--- src/rtl/tdm_demux_pkg.sv ---
// Shared constants, types and helpers for the 4-channel TDM demultiplexer.
package tdm_demux_pkg;

  localparam int NUM_CH = 4;
  localparam int SLOT_W = 2;

  localparam logic MODE_TDM    = 1'b0;
  localparam logic MODE_DIRECT = 1'b1;

  typedef logic [SLOT_W-1:0] slot_t;

  // NUM_CH is a power of two, so the natural SLOT_W-bit wrap is the modulo.
  function automatic slot_t slot_next(input slot_t s);
    return s + slot_t'(1);
  endfunction

endpackage

--- src/rtl/demux_ch_reg.sv ---
// Single-entry output holding register for one demux channel.
module demux_ch_reg #(
  parameter int DATA_W = 8
) (
  input  logic              clk,
  input  logic              rst_n,
  input  logic              load,
  input  logic [DATA_W-1:0] data,
  input  logic              out_ready,
  output logic              out_valid,
  output logic [DATA_W-1:0] out_data,
  output logic              free
);

  logic              valid_reg;
  logic [DATA_W-1:0] data_reg;

  // A full register that is being drained this cycle may be reloaded at once.
  assign free = !valid_reg || out_ready;

  always_ff @(posedge clk) begin
    if (!rst_n) begin
      valid_reg <= 1'b0;
      data_reg  <= '0;
    end else if (load) begin
      valid_reg <= 1'b1;
      data_reg  <= data;
    end else if (valid_reg && out_ready) begin
      valid_reg <= 1'b0;
    end
  end

  assign out_valid = valid_reg;
  assign out_data  = data_reg;

endmodule

--- src/rtl/tdm_demux4.sv ---
// Registered 1-to-4 demultiplexer: slot-counter (TDM) or direct-select routing.
module tdm_demux4
  import tdm_demux_pkg::*;
#(
  parameter int DATA_W   = 8,
  parameter bit BLOCKING = 1'b1
) (
  input  logic                     clk,
  input  logic                     rst_n,
  input  logic                     in_valid,
  output logic                     in_ready,
  input  logic [DATA_W-1:0]        in_data,
  input  logic                     in_sof,
  input  logic                     sel_mode,
  input  logic [1:0]               sel,
  output logic [NUM_CH-1:0]        out_valid,
  input  logic [NUM_CH-1:0]        out_ready,
  output logic [NUM_CH*DATA_W-1:0] out_data,
  output logic [1:0]               slot,
  output logic [NUM_CH-1:0]        ovf,
  input  logic                     ovf_clr
);

  slot_t             slot_reg;
  slot_t             tgt;
  logic              accept;
  logic [NUM_CH-1:0] free;
  logic [NUM_CH-1:0] load;
  logic [NUM_CH-1:0] drop;
  logic [NUM_CH-1:0] ovf_reg;
  logic [NUM_CH-1:0] ovf_next;

  always_comb begin
    tgt = slot_reg;
    if (sel_mode == MODE_DIRECT) begin
      tgt = sel;
    end else if (in_sof) begin
      tgt = '0;
    end
  end

  always_comb begin
    in_ready = 1'b0;
    if (rst_n) begin
      in_ready = BLOCKING ? free[tgt] : 1'b1;
    end
  end

  assign accept = in_valid && in_ready;

  generate
    for (genvar gi = 0; gi < NUM_CH; gi++) begin : g_ch
      // Drops can only occur when non-blocking, since blocking gates in_ready on free.
      assign load[gi] = accept && (tgt == slot_t'(gi)) && free[gi];
      assign drop[gi] = accept && (tgt == slot_t'(gi)) && !free[gi];

      demux_ch_reg #(
        .DATA_W (DATA_W)
      ) u_ch (
        .clk       (clk),
        .rst_n     (rst_n),
        .load      (load[gi]),
        .data      (in_data),
        .out_ready (out_ready[gi]),
        .out_valid (out_valid[gi]),
        .out_data  (out_data[gi*DATA_W +: DATA_W]),
        .free      (free[gi])
      );
    end
  endgenerate

  // A drop in the same cycle as a clear still leaves its flag set.
  assign ovf_next = (ovf_clr ? '0 : ovf_reg) | drop;

  always_ff @(posedge clk) begin
    if (!rst_n) begin
      slot_reg <= '0;
      ovf_reg  <= '0;
    end else begin
      if (accept) begin
        slot_reg <= slot_next(tgt);
      end
      ovf_reg <= ovf_next;
    end
  end

  assign slot = slot_reg;
  assign ovf  = ovf_reg;

endmodule
--- config.mk ---
export PLATFORM = sky130hd
export DESIGN_NAME = tdm_demux4
export DESIGN_NICKNAME = d
export VERILOG_FILES = /design/src/rtl/tdm_demux_pkg.sv /design/src/rtl/demux_ch_reg.sv /design/src/rtl/tdm_demux4.sv
export SDC_FILE = /design/constraint.sdc
export NUM_CORES = 1
export LEC_CHECK = 0
export BUFFER_PORTS_ARGS = -buffer_cell sky130_fd_sc_hd__buf_4
export CORE_MARGIN = 3
export CORE_UTILIZATION = 52
export DETAILED_ROUTE_END_ITERATION = 10
export PLACE_DENSITY = 0.83
export SYNTH_ARGS = -nofsm -noshare
export SYNTH_HDL_FRONTEND = slang
export SYNTH_SLANG_ARGS = --single-unit
--- constraint.sdc ---
create_clock -name clk -period 3 [get_ports clk]
set_input_delay 0.15 -clock clk [delete_from_list [all_inputs] [get_ports clk]]
set_output_delay 0.15 -clock clk [all_outputs]
set_load 0.02 [all_outputs]
==> impl_metrics.yaml <==
run_status:
  status: "completed"
worst_setup_path:
  reg2reg_slack_ns: 0.81
  critPathMaxStageDelay_ns: 0.79
  r2r-start: "slot[1]"
  rr_endpoint: "g_ch[3].u_ch.out_data[1]"
  endpoint_kind: "flop"
  crit_fanout: 9
  slowest_stage: "or4_1"
  crit_chain: "or3b_1 -> nand2_1 -> inv_2 -> or4_1 -> mux2i_1 -> nor2b_1"
  ff2ff_path_depth: 6
  required_ns: 3.23
  arrival_ns: 2.41
  start_kind: "flop"
  critical_path_class: "flop to flop"
routing:
  drtAntennaViolNets: 0
  viasPerCell: 5.06
  drtIter0Drc: 63
  via_count: 1412
  drtPass1Iterations: 4
  wl_per_cell_um: 14.1
  wirelength_um: 3950
  drc: 0
place:
  placed_cell_area_um2: 2220
  dp_hpwl_um: 3070
  gp_congestion: 0.795
  dp_cells: 271
  place_ws_ns: 0.843
  port_buffers: 62
yosys:
  synthesis.nets: 199
  syn_area_um2: 1770
  synth-async-reset-ratio_pct: 0
  synth_ff_type: "dfxtp_1"
  syn_area_per_cell_um2: 10.0
  synth_cell_types: 30
  ys_warn_count: 0
  synthCells: 177
  synth_edf_count: 0
  yosysSeqAreaShare_pct: 47.5
  synth-seq-cells: 42
layout:
  final_cells: 279
  layout_commonest_cell: "buf_4"
  layout_common_cells: "63 x buf_4, 42 x dfxtp_1, 34 x mux2i_1, 33 x nand2_1, 21 x nor2b_1"
  largest_reg_flops: 32
  fin_area_um2: 2300
  drive_gt1_share_pct: 31.9
  nNetsFinal: 256
  area_growth_pct: 29.8
  diodes: 0
clock_network:
  cts_setup_buffers: 0
  cts_tree: "done"
  cts_max_level: 2
  cts-resized-gates: 0
  cts_hold_buf: 0
  path_clk_slew_ns: 0.11
  cts_buffers: 5
  clk-insertion-delay-late_ns: 0.33
  cts_buffer_depth: 2
  cts_sinks: 42
  cts-root-buf: "clkbuf_4"
power:
  ir_worst_vdd_mv: 0.292
  p_per_area_nw_per_um2: 463
  leakagePower_nw: 1.14
  p_total_mw: 1.06
grt:
  grt_usage_pct: 20.5
  antenna_found_initial: 0
  grt_overflow: 0
  grt_pass1_vias: 1477
  grt_max_degree: 53
  grt_pass1_wl_um: 6740
floorplan:
  dieWidth_um: 64.3
  start_util_pct: 56.1
  die_h_um: 64.3
  coreArea_um2: 3150
  ios: 63
  dieArea_um2: 4140
  num_rows: 20
sta:
  drv_slew: 0
  rsz0062_at_grt: "no"
  slew_headroom_pct: 62.4
  final.setup.tns_ns: 0
  hold_viol: 0
  clock.fmax_ghz: 0.458
  post-route-min-period_ns: 2.19
  fin_crit_sh_pct: 72.9
  clock_skew_ns: 0.00436
  worst_slew_pin_slew_ns: 0.562
  finalSetupViolCount: 0
  fin_ws_ns: 0.814
min_path:
  min_path_cells: 3
  hold_path_end: "g_ch[3].u_ch.out_valid"
  hold_class: "primary input to flop"
  hold_start: "out_ready[3]"
flow_run:
  maxCapViolations: 0
## per-layer routing
layer / share of wire, % / global-route usage (%) / routed length, µm / vias to the layer above
li1: - / - / - / 704
met1: 41 / 23.6 / 1630 / 661
met2: 51 / 36.5 / 2020 / 42
met3: 6.7 / 6.50 / 266 / 5
met4: 0.84 / 5.54 / 33 / 0
met5: 0 / 0 / 0 / -
## cell families after synthesis
| group | after synthesis | synth area share (%) |
|---|---|---|
| AO/OA/AOI/OAI | 10 | 4.74 |
| multiplexers | 34 | 19.2 |
| buffers and inverters | 15 | 5.02 |
| adder cells (fa/ha/maj) | 2 | 1.41 |
| flip-flops | 42 | 47.5 |
| AND/OR/NAND/NOR | 74 | 22.1 |
## synth_stat cells (3+ instances only)
master / n / area, µm²
nand2b_1: 4 / 25.0
buf_4: 4 / 30.0
and2_1: 3 / 18.8
dfxtp_1: 42 / 841
clkbuf_1: 5 / 18.8
nor2_1: 3 / 11.3
mux2i_1: 34 / 340
o21ai_0: 3 / 15.0
nor2b_1: 21 / 131
nand2_1: 33 / 124
## power by group
group	internal [mW]	switching [mW]
Clock	0.177	0.167
Combinational	0.0651	0.0746
Sequential	0.572	0.00792
## worst max-delay path by stage
| stage | from | endpoint | slack [ns] | depth (start not counted) |
|---|---|---|---|---|
| floorplan | slot[0] | g_ch[1].u_ch.out_data[0] | 1.01 | 6 |
| global placement | slot[1] | g_ch[3].u_ch.out_data[1] | 0.90 | 6 |
| detailed placement | slot[1] | g_ch[3].u_ch.out_data[1] | 0.84 | 6 |
| CTS | slot[1] | g_ch[3].u_ch.out_data[1] | 0.81 | 6 |
| global route | slot[1] | g_ch[3].u_ch.out_data[1] | 0.70 | 6 |
| finish | slot[1] | g_ch[3].u_ch.out_data[1] | 0.81 | 6 |
## through the flow
step | hold WS (ns) | utilization, %
3_5_place_dp | 0.428 | 70.5
6_report | 0.0746 | 72.9
5_1_grt | 0.0718 | 72.9
3_3_place_gp | 0.425 | 70.5
2_1_floorplan | 0.301 | -
4_1_cts | 0.0580 | 72.9
## worst max-delay path: cells and delay by family, from the launching register on
family	cells	cell delay, ns
buf+inv	1	0.07
simple gates	4	1.37
mux	1	0.28
flops	1	0.36
## layout make-up
class | count | area, µm²
Sequential cell | 42 | 841
Inverter | 2 | 7.51
Fill cell | 256 | 856
Tap cell | 44 | 55.1
Clock buffer | 7 | 45.0
Clock inverter | 1 | 30.0
Multi-Input combinational cell | 120 | 846
Timing Repair Buffer | 63 | 473
Power figures use the tool's default switching activity.
